<file path="src/rtl/ram_s1_byte_port.sv">
// Byte-wide port onto a 4096x1 synchronous RAM: each byte is moved one bit per cycle.
// Optional clear-all sequencer enabled by defining RAM_S1_PORT_CLEAR_EN.
module ram_s1_byte_port #(
    parameter int unsigned LSB_FIRST = 1
) (
    input  logic        clk,
    input  logic        rst_n,
    input  logic        cmd_valid,
    output logic        cmd_ready,
    input  logic        cmd_wr,
    input  logic [8:0]  cmd_addr,
    input  logic [7:0]  cmd_wdata,
    input  logic        clr_req,
    output logic        rd_valid,
    output logic [7:0]  rd_data,
    output logic        busy,
    output logic [11:0] ram_addr,
    output logic        ram_di,
    output logic        ram_en,
    output logic        ram_we,
    output logic        ram_rst,
    input  logic        ram_do
);

`ifdef RAM_S1_PORT_CLEAR_EN
    typedef enum logic [2:0] {StIdle, StWr, StRd, StRdl, StClr} state_e;
`else
    typedef enum logic [1:0] {StIdle, StWr, StRd, StRdl} state_e;
`endif

    state_e      state;
    logic [2:0]  cnt;
    logic [2:0]  cnt_nxt;
    logic [8:0]  addr_q;
    logic [7:0]  wdata_q;
    logic [7:0]  rbuf;
    logic [7:0]  rbuf_nxt;
    logic        do_pend;
    logic [2:0]  prev_j;

    // Bit index inside the byte for a given step of the sequence.
    function automatic logic [2:0] bit_idx(input logic [2:0] step);
        return (LSB_FIRST != 0) ? step : ~step;
    endfunction

    assign cnt_nxt = cnt + 3'd1;
    assign busy    = ~cmd_ready;
    assign ram_rst = 1'b0;

    // RAM_DO reflects the read access issued one edge earlier, tracked by do_pend/prev_j.
    always_comb begin
        rbuf_nxt = rbuf;
        if (do_pend) begin
            rbuf_nxt[prev_j] = ram_do;
        end
    end

    always_ff @(posedge clk or negedge rst_n) begin
        if (!rst_n) begin
            state     <= StIdle;
            cnt       <= 3'd0;
            addr_q    <= 9'd0;
            wdata_q   <= 8'd0;
            rbuf      <= 8'd0;
            do_pend   <= 1'b0;
            prev_j    <= 3'd0;
            cmd_ready <= 1'b1;
            rd_valid  <= 1'b0;
            rd_data   <= 8'd0;
            ram_addr  <= 12'd0;
            ram_di    <= 1'b0;
            ram_en    <= 1'b0;
            ram_we    <= 1'b0;
        end else begin
            rd_valid <= 1'b0;
            do_pend  <= ram_en & ~ram_we;
            prev_j   <= ram_addr[2:0];
            rbuf     <= rbuf_nxt;
            unique case (state)
                StIdle: begin
`ifdef RAM_S1_PORT_CLEAR_EN
                    if (clr_req) begin
                        state     <= StClr;
                        cmd_ready <= 1'b0;
                        ram_addr  <= 12'd0;
                        ram_en    <= 1'b1;
                        ram_we    <= 1'b1;
                        ram_di    <= 1'b0;
                    end else
`endif
                    if (cmd_valid) begin
                        state     <= cmd_wr ? StWr : StRd;
                        cnt       <= 3'd0;
                        addr_q    <= cmd_addr;
                        wdata_q   <= cmd_wdata;
                        cmd_ready <= 1'b0;
                        ram_en    <= 1'b1;
                        ram_we    <= cmd_wr;
                        ram_addr  <= {cmd_addr, bit_idx(3'd0)};
                        ram_di    <= cmd_wr & cmd_wdata[bit_idx(3'd0)];
                    end
                end
                StWr: begin
                    if (cnt == 3'd7) begin
                        state     <= StIdle;
                        cnt       <= 3'd0;
                        cmd_ready <= 1'b1;
                        ram_en    <= 1'b0;
                        ram_we    <= 1'b0;
                        ram_di    <= 1'b0;
                    end else begin
                        cnt      <= cnt_nxt;
                        ram_addr <= {addr_q, bit_idx(cnt_nxt)};
                        ram_di   <= wdata_q[bit_idx(cnt_nxt)];
                    end
                end
                StRd: begin
                    if (cnt == 3'd7) begin
                        state  <= StRdl;
                        cnt    <= 3'd0;
                        ram_en <= 1'b0;
                    end else begin
                        cnt      <= cnt_nxt;
                        ram_addr <= {addr_q, bit_idx(cnt_nxt)};
                    end
                end
                StRdl: begin
                    // Last bit lands this edge; publish the assembled byte.
                    state     <= StIdle;
                    cmd_ready <= 1'b1;
                    rd_valid  <= 1'b1;
                    rd_data   <= rbuf_nxt;
                end
`ifdef RAM_S1_PORT_CLEAR_EN
                StClr: begin
                    if (ram_addr == 12'hfff) begin
                        state     <= StIdle;
                        cmd_ready <= 1'b1;
                        ram_en    <= 1'b0;
                        ram_we    <= 1'b0;
                        ram_addr  <= 12'd0;
                    end else begin
                        ram_addr <= ram_addr + 12'd1;
                    end
                end
`endif
                default: begin
                    state     <= StIdle;
                    cmd_ready <= 1'b1;
                    ram_en    <= 1'b0;
                    ram_we    <= 1'b0;
                    ram_di    <= 1'b0;
                end
            endcase
        end
    end

endmodule

</file>
<file path="config.mk">
export PLATFORM = sky130hd
export DESIGN_NAME = ram_s1_byte_port
export DESIGN_NICKNAME = d
export VERILOG_FILES = /design/src/rtl/ram_s1_byte_port.sv
export SDC_FILE = /design/constraint.sdc
export NUM_CORES = 1
export LEC_CHECK = 0
export CAP_MARGIN = 20
export CORE_MARGIN = 4
export CORE_UTILIZATION = 43
export CTS_CLUSTER_DIAMETER = 120
export DETAILED_ROUTE_END_ITERATION = 8
export GPL_ROUTABILITY_DRIVEN = 0
export HOLD_SLACK_MARGIN = 0.02
export PLACE_DENSITY = 0.75
export SETUP_SLACK_MARGIN = 0.15
export SLEW_MARGIN = 20
export SYNTH_ARGS = -nofsm -noshare
export SYNTH_HDL_FRONTEND = slang
export SYNTH_SLANG_ARGS = --single-unit
</file>
<file path="constraint.sdc">
create_clock -name clk -period 2.65 [get_ports clk]
set_clock_uncertainty 0.15 [all_clocks]
set_input_delay 0.795 -clock clk [delete_from_list [all_inputs] [get_ports clk]]
set_output_delay 0.795 -clock clk [all_outputs]
set_load 0.005 [all_outputs]
</file>
==> impl_metrics.env, run 1 <==
export IMPL_syn_to_final_growth_pct=29.2
export IMPL_use_met2_pct=24.1
export IMPL_die_h_um=86.5
export IMPL_r2r_start="state[0]$_DFFE_PN0P_"
export IMPL_rsz0062_at_grt="false"
export IMPL_crit_cells=1
export IMPL_dieArea_um2=7480
export IMPL_num_rows=28
export IMPL_syn_num_nets=221
export IMPL_grt_use_met3_pct=6.75
export IMPL_worstPathRequired_ps=1710
export IMPL_path_clk_slew_ps=60
export IMPL_final_common_cell="dfrtp_1"
export IMPL_post_route_period_util_pct=87.2
export IMPL_synth_cells=189
export IMPL_max_stage_delay_ps=540
export IMPL_max_freq_mhz=433
export IMPL_clk_latency_ps=330
export IMPL_synthArstFlopShare_pct=100
export IMPL_ys_flop_type="dfrtp_1"
export IMPL_crit_type="register to primary output"
export IMPL_cp_max_fo=3
export IMPL_syn_area_per_cell_um2=14.0
export IMPL_cts_tree="done"
export IMPL_crit_chain="clkdlybuf4s50_1"
export IMPL_cts_made_buffers=9
export IMPL_top_usage_layer="met2"
export IMPL_power_frac_comb_pct=45.6
export IMPL_wl_per_cell_um=14.9
export IMPL_fin_setup_tns_ps=0
export IMPL_mostFrequentLayoutCells="dfrtp_1, mux2_2, clkdlybuf4s50_1, ha_1, clkbuf_8"
export IMPL_path_delay_family="flip-flops"
export IMPL_cts_repair_resized=0
export IMPL_grtUsageTotal_pct=14.6
export IMPL_critPathBufInv=1
export IMPL_first_iter_violations=69
export IMPL_crit_slowest_cell="dfstp_2"
export IMPL_endpoint_kind="primary output"
export IMPL_slew_violations=0
export IMPL_synth_cell_area_um2=2650
export IMPL_startpoint="cmd_ready$_DFFE_PN1P_"
export IMPL_cts_setup_buffers=0
export IMPL_internal_power_mw=3.18
export IMPL_clock_path_buffers=2
export IMPL_crit_path_end="cmd_ready"
export IMPL_htreeDepth=3
export IMPL_clkSinkCount=59
export IMPL_setup_viol=0
export IMPL_io_buffers=47
export IMPL_crit_path_start_kind="register"
export IMPL_r2r_cells=5
export IMPL_pwr_share_clk_pct=18.9
export IMPL_hold_class="register to register"
export IMPL_antenna_cells_inserted=0
export IMPL_power_switching_mw=1.41
export IMPL_dp_slack_ps=100
export IMPL_grt_max_degree=60
export IMPL_finalPower_mw=4.58
export IMPL_pin_count=50
export IMPL_rr_endpoint="ram_addr[8]$_DFFE_PN0P_"
export IMPL_p_seq_share_pct=35.5
export IMPL_peakVddDrop_mv=0.890
export IMPL_p_sw_share_pct=30.7
export IMPL_start_util_pct=44.5
export IMPL_synth_edff_count=0
export IMPL_grt_pass1_vias=1834
export IMPL_cap_viol_max_count=0
export IMPL_yosysSeqAreaShare_pct=55.8
export IMPL_via_count=1683
export IMPL_arrival_ps=1370
export IMPL_grt_ovfl_total=0
export IMPL_synth_seq_cells=59
export IMPL_ant_nets=0
export IMPL_leakage_nw=1.48
export IMPL_grt_pass1_wl_um=8400
export IMPL_yosys_warnings=0
export IMPL_use_met1_pct=17.2
export IMPL_status="completed"
export IMPL_hold_buffers=0
export IMPL_core_um2=5960
export IMPL_powerDensity_nw_per_um2=1340
export IMPL_routed_wl_um=4860
export IMPL_clock_root_buffer="clkbuf_8"
export IMPL_rrSetupSlack_ps=410
export IMPL_antenna_found_initial=0
export IMPL_fin_crit_ps=2310
export IMPL_hold_viol=0
export IMPL_drive_above_1_share_pct=34.0
export IMPL_finish_utilization_pct=57.5
export IMPL_vias_per_cell=5.18
export IMPL_setup_ws_ps=338
export IMPL_drc_errors=0
export IMPL_ys_types=33
export IMPL_nets=277
export IMPL_dp_hpwl_um=3300
export IMPL_firstDrtPassIters=4
export IMPL_fp_dieW_um=86.5
[flip-flops by register name, indices dropped and copies added, names as in the netlist]
| register | flops |
|---|---|
| prev_j | 3 |
| cnt | 3 |
| rbuf | 8 |
| addr_q | 9 |
| ram_en | 1 |
| ram_di | 1 |
| cmd_ready | 1 |
| wdata_q | 8 |
| do_pend | 1 |
| rd_valid | 1 |
| rd_data | 8 |
| ram_addr | 12 |
| state | 2 |
| ram_we | 1 |
[per-stage QoR]
step,area [µm²],instances,hold slack [ps]
after floorplan,2650,189,265
after global placement,3210,309,272
after detailed placement,3210,309,272
after CTS,3420,325,293
after global routing,3420,325,297
final,3420,325,286
[layout make-up]
class                      count  area (µm²)
clock inverter                 6        80.1
sequential                    59        1480
multi-input combinational    119        1120
tap                           75        93.8
clock buffer                  10         128
inverter                       5        18.8
timing repair buffer          51         508
fill                         518        2530
[power by group through the flow]
stage                     clock (mW)  sequential [mW]  combinational [mW]
after global placement             0             1.63                2.07
after detailed placement           0             1.64                2.12
after global routing           0.933             1.69                2.30
final                          0.866             1.63                2.09
after CTS                      0.891             1.63                2.13
after floorplan                    0             1.60                1.41
[metal layers]
layer / part of all wire (%) / vias up
li1: - / 791
met1: 44 / 844
met2: 49 / 44
met3: 6.6 / 4
met4: 0.70 / 0
met5: 0 / -
[worst min path at each step]
stage                     cells past startpoint             endpoint               startpoint
after floorplan                               0  prev_j[2]$_DFF_PN0_  ram_addr[2]$_DFFE_PN0P_
after global placement                        0  prev_j[2]$_DFF_PN0_  ram_addr[2]$_DFFE_PN0P_
after detailed placement                      0  prev_j[2]$_DFF_PN0_  ram_addr[2]$_DFFE_PN0P_
after CTS                                     0  prev_j[2]$_DFF_PN0_  ram_addr[2]$_DFFE_PN0P_
after global routing                          0  prev_j[2]$_DFF_PN0_  ram_addr[2]$_DFFE_PN0P_
final                                         0  prev_j[1]$_DFF_PN0_  ram_addr[1]$_DFFE_PN0P_
[cell usage after synthesis (all sizes together) (2+ instances only)]
master	count	area [µm²]
nor2	5	18.8
mux2	51	574
nor3b	2	15.0
a22o	5	50.1
ha	9	113
dfrtp	58	1450
mux4	2	45.0
nand2	6	25.0
nor2b	3	18.8
o21ai	7	38.8
mux2i	3	30.0
a32o	2	20.0
nor3	2	10.0
nand4b	3	26.3
buf	5	32.5
nand2b	3	26.3
inv	5	18.8
a21oi	8	51.3
[kinds of logic after synthesis]
family,synth area share [%]
adder cells (fa/ha/maj),4.25
AO/OA/AOI/OAI,6.90
multiplexers,24.5
other,0.142
AND/OR/NAND/NOR,6.33
buffers and inverters,2.08
flip-flops,55.8
Power figures use the tool's default switching activity.
==> run 2, diff against run 1 <==
--- a/config.mk
+++ b/config.mk
@@ -14,7 +14,7 @@
 export HOLD_SLACK_MARGIN = 0.02
 export PLACE_DENSITY = 0.75
 export SETUP_SLACK_MARGIN = 0.15
-export SLEW_MARGIN = 20
+export SLEW_MARGIN = 5
 export SYNTH_ARGS = -nofsm -noshare
 export SYNTH_HDL_FRONTEND = slang
 export SYNTH_SLANG_ARGS = --single-unit
==> constraint.sdc (replaced) <==
create_clock -name clk -period 2.8 [get_ports clk]
set_clock_uncertainty 0.15 [all_clocks]
set_input_delay 0.84 -clock clk [delete_from_list [all_inputs] [get_ports clk]]
set_output_delay 0.84 -clock clk [all_outputs]
set_load 0.005 [all_outputs]
==> impl_metrics.env, run 2 (synthesis results as in run 1) <==
export IMPL_firstDrtPassIters=4
export IMPL_clkSinkCount=59
export IMPL_seqCellArea_um2=1480
export IMPL_wl_per_cell_um=14.7
export IMPL_final_common_cell="dfrtp_1"
export IMPL_core_um2=5960
export IMPL_die_h_um=86.5
export IMPL_grt_pass1_vias=1746
export IMPL_hold_buffers=0
export IMPL_status="completed"
export IMPL_nFillCells=532
export IMPL_top_regs="ram_addr x12, addr_q x9"
export IMPL_use_met1_pct=16.3
export IMPL_crit_slowest_cell="dfstp_2"
export IMPL_peakVddDrop_mv=0.610
export IMPL_fp_dieW_um=86.5
export IMPL_clock_path_buffers=2
export IMPL_nets=276
export IMPL_crit_type="register to primary output"
export IMPL_r2r_start="state[0]$_DFFE_PN0P_"
export IMPL_drc_errors=0
export IMPL_grtUsageTotal_pct=13.9
export IMPL_top_usage_layer="met2"
export IMPL_vias_per_cell=5.14
export IMPL_drive_above_1_share_pct=34.1
export IMPL_rsz0062_at_grt="false"
export IMPL_cts_repair_resized=0
export IMPL_use_met2_pct=23.4
export IMPL_htreeDepth=3
export IMPL_cts_made_buffers=9
export IMPL_dpl_cell_count=308
export IMPL_multi_input_area_um2=1120
export IMPL_path_delay_family="flip-flops"
export IMPL_start_util_pct=44.5
export IMPL_endpoint_kind="primary output"
export IMPL_num_rows=28
export IMPL_path_clk_slew_ps=70
export IMPL_grt_use_met3_pct=5.89
export IMPL_cap_viol_max_count=0
export IMPL_routed_wl_um=4760
export IMPL_fin_cells=324
export IMPL_antenna_found_initial=0
export IMPL_rrSetupSlack_ps=550
export IMPL_clk_latency_ps=330
export IMPL_slew_violations=0
export IMPL_top_register="ram_addr"
export IMPL_syn_to_final_growth_pct=27.8
export IMPL_post_route_period_util_pct=84.4
export IMPL_crit_chain="clkdlybuf4s50_1"
export IMPL_crit_path_start_kind="register"
export IMPL_min_delay_start="ram_addr[1]$_DFFE_PN0P_"
export IMPL_fin_crit_ps=2360
export IMPL_powerDensity_nw_per_um2=1230
export IMPL_mostFrequentLayoutCells="dfrtp_1, mux2_2, clkdlybuf4s50_1, clkbuf_8, ha_1"
export IMPL_via_count=1666
export IMPL_leakage_nw=1.46
export IMPL_setup_viol=0
export IMPL_startpoint="cmd_ready$_DFFE_PN1P_"
export IMPL_clock_root_buffer="clkbuf_8"
export IMPL_max_stage_delay_ps=550
export IMPL_fin_setup_tns_ps=0
export IMPL_grt_pass1_wl_um=8000
export IMPL_grt_max_degree=40
export IMPL_first_iter_violations=93
export IMPL_cts_setup_buffers=0
export IMPL_pin_count=50
export IMPL_worstPathRequired_ps=1810
export IMPL_grt_ovfl_total=0
export IMPL_ant_nets=0
export IMPL_hold_class="register to register"
export IMPL_io_buffers=47
export IMPL_hold_ws_ps=288
export IMPL_arrival_ps=1370
export IMPL_dp_slack_ps=136
export IMPL_dieArea_um2=7480
export IMPL_cts_tree="done"
export IMPL_setup_ws_ps=437
export IMPL_critPathBufInv=1
export IMPL_largest_register_ffs=12
export IMPL_max_freq_mhz=423
export IMPL_dp_hpwl_um=3390
export IMPL_hold_viol=0
export IMPL_cp_max_fo=3
export IMPL_antenna_cells_inserted=0
[run 2: cell count changes in the layout (fill, tap and decap cells not counted), sizes merged]
| cell | delta |
|---|---|
| clkinvlp | +1 |
| buf | -1 |
| clkbuf | +1 |
| bufinv | -2 |
[run 2: final cells by class]
type,count,area share [%]
Clock buffer,11,4.47
Multi-Input combinational cell,119,33.0
Sequential cell,59,43.6
Clock inverter,5,0.813
Timing Repair Buffer,50,14.8
Inverter,5,0.554
Tap cell,75,2.77
[run 2: metrics by stage]
| step | instance area (µm²) | util, % | power [mW] |
|---|---|---|---|
| global route | 3390 | 56.8 | 4.51 |
| detailed placement | 3210 | 53.8 | 3.54 |
| floorplan | 2650 | - | 2.84 |
| CTS | 3390 | 56.8 | 4.25 |
| global placement | 3210 | 53.8 | 3.48 |
| finish | 3390 | 56.8 | 4.17 |
[run 2: where the power goes]
part           leakage, nW  switching, mW  internal (mW)  total (mW)
registers            0.701          0.246           1.29        1.54
clock network       0.0949          0.324          0.363       0.687
logic                0.661          0.743           1.20        1.95
[run 2: final timing paths]
| check | end | depth (start not counted) |
|---|---|---|
| max | cmd_ready | 1 |
| min | prev_j[1]$_DFF_PN0_ | 0 |
| max reg2reg | ram_addr[4]$_DFFE_PN0P_ | 5 |
| min reg2reg | prev_j[1]$_DFF_PN0_ | 0 |
| max in group asynchronous | ram_addr[2]$_DFFE_PN0P_ | 2 |
| min in group asynchronous | state[1]$_DFFE_PN0P_ | 1 |
[run 2: routing by layer]
layer | routed length [µm] | part of all wire (%)
met5 | 0 | 0
met4 | 52 | 1.1
met2 | 2320 | 49
met1 | 2070 | 44
met3 | 312 | 6.6
==> edit, RTL diff (settings of run 1) <==
The 4 states of `state_e` get a one-hot encoding in 4 bits.
--- a/src/rtl/ram_s1_byte_port.sv
+++ b/src/rtl/ram_s1_byte_port.sv
@@ -25,7 +25,7 @@
 `ifdef RAM_S1_PORT_CLEAR_EN
     typedef enum logic [2:0] {StIdle, StWr, StRd, StRdl, StClr} state_e;
 `else
-    typedef enum logic [1:0] {StIdle, StWr, StRd, StRdl} state_e;
+    typedef enum logic [3:0] {StIdle = 4'b0001, StWr = 4'b0010, StRd = 4'b0100, StRdl = 4'b1000} state_e;
 `endif
 
     state_e      state;
Check against the original RTL: same outputs for any inputs over 10 cycles, from zero or initial values and one cycle with rst_n low; not proved beyond that.
==> edit against run 1 <==
Synthesized cell count is the same; via count grew 0.83%; routed wire length increased by 3.3%; setup slack worse by 0.050 ns; power shrank 15%; hold slack lost 0.0065 ns; combinational power shrank 34%; final area increased by 4.3%; critical path depth is 4 higher; sequential power decreased by 6%; area after synthesis grew 4.7%; sequential share of layout area decreased by 0.33 points; sequential cell count increased by 2.
==> edit: results (changes against run 1) <==
most frequent cells after synthesis 59 x dfrtp_1, 47 x mux2_2, 6 x nand2_1; clk buf depth 2 (unchanged); Port Buffers 47 (unchanged); CP arrival 2.42 ns (+1.05 ns); placed insts 308 (-0.32%); slowest stage delay, CP 0.47 ns (-0.07 ns); power per standard cell area 1100 nW/µm² (-18%); Seq group 1.53 mW (-6%); first-pass iteration count of the detailed router 4 (unchanged); Inserted Clock Buffers 9 (unchanged); Slowest-stage cell, CP clkdlybuf4s50_1; outcome finished, final reports clean; placed cell areas 3330 µm² (+3.5%); first-pass GRT wire length 8.54 mm (+1.6%); P_leak 1.56 nW (+5.7%); Peak VDD IR 0.742 mV (-17%); dpl hpwl 3.60 mm (+9.0%); P_sw 1.11 mW (-21%); Synth cell types 45 (+36%); largest net degree at the start of global routing 26 (-57%); vias per cell 5.24 (+1.1%); CTS Hold Buffers Added 0 (unchanged); synth top area cells dfrtp_1 53%, mux2_2 19%, mux2_4 2.7%; depth of the CTS H-tree 3 (unchanged); Synth Area per Inst 14.7 µm² (+4.7%); drt initial violations 80 (+16%); CP top delay family compound AO/OA/AOI/OAI gates; clk pwr 1.00 mW (+15%); maxcap violations 0 (unchanged); Syn Nets 214 (-3.2%); worst slack, placed -0.0649 ns (-0.165 ns); Final Instance Count excl. Fillers 324 (-0.31%); vias in the first global route 1,773 (-3.3%); share of cells above drive strength 1 0.373 (+0.0335); critical path fanouts, max 10 (+7); nets 269 (-2.9%); Filler Cells Inserted 505 (-2.5%); register area share after synthesis 0.551 (-0.00667); GRT Util Overall 0.145 (-0.00107); Routed WL 5.01 mm (+3.3%)
==> edit: changes by cell type after synthesis, sizes merged, moves of 3 or more <==
| cell | change |
|---|---|
| nand3 | +3 |
| buf | +5 |
| a21oi | -8 |
| o31a | +3 |
| ha | -7 |
| o21ai | -4 |
==> edit: area by class of cell <==
type                            instances  area, µm²  share of cell area
Clock buffer                           12        145              0.0407
Timing Repair Buffer                   55        538               0.151
Inverter                                4       15.0             0.00421
Sequential cell                        61       1530               0.428
Clock inverter                          4       95.1              0.0266
Tap cell                               75       93.8              0.0263
Multi-Input combinational cell        113       1150               0.323
==> edit: path summary, 6_finish.rpt <==
check	start	to	slack [ns]	cells after the start
worst max register to register	cnt[0]$_DFFE_PN0P_	ram_di$_DFFE_PN0P_	0.45	6
worst min register to register	ram_addr[2]$_DFFE_PN0P_	prev_j[2]$_DFF_PN0_	0.28	0
max in group asynchronous	rst_n	state[0]$_DFFE_PN1P_	1.35	2
worst max-delay path	cmd_valid	ram_addr[4]$_DFFE_PN0P_	0.29	5
min in group asynchronous	rst_n	rbuf[6]$_DFF_PN0_	0.31	1
worst min-delay path	ram_addr[2]$_DFFE_PN0P_	prev_j[2]$_DFF_PN0_	0.28	0
==> edit: cell families (layout without fill, tap and decap cells) <==
family | Yosys count | count (layout) | synth area share
compound gates | 17 | 17 | 0.0609
xor+xnor | 2 | 2 | 0.0131
fa+ha+maj | 2 | 2 | 0.00902
buf+inv | 15 | 75 | 0.0356
flops | 61 | 61 | 0.551
mux | 57 | 57 | 0.240
other cells | 1 | 1 | 0.00135
simple gates | 34 | 34 | 0.0884
==> edit: per-layer routing <==
layer,GRT usage,vias up,part of all wire
met2,0.228,39,0.46
met4,0.0618,0,0.015
met1,0.186,848,0.47
li1,-,802,-
met5,0,-,0
met3,0.0447,8,0.055
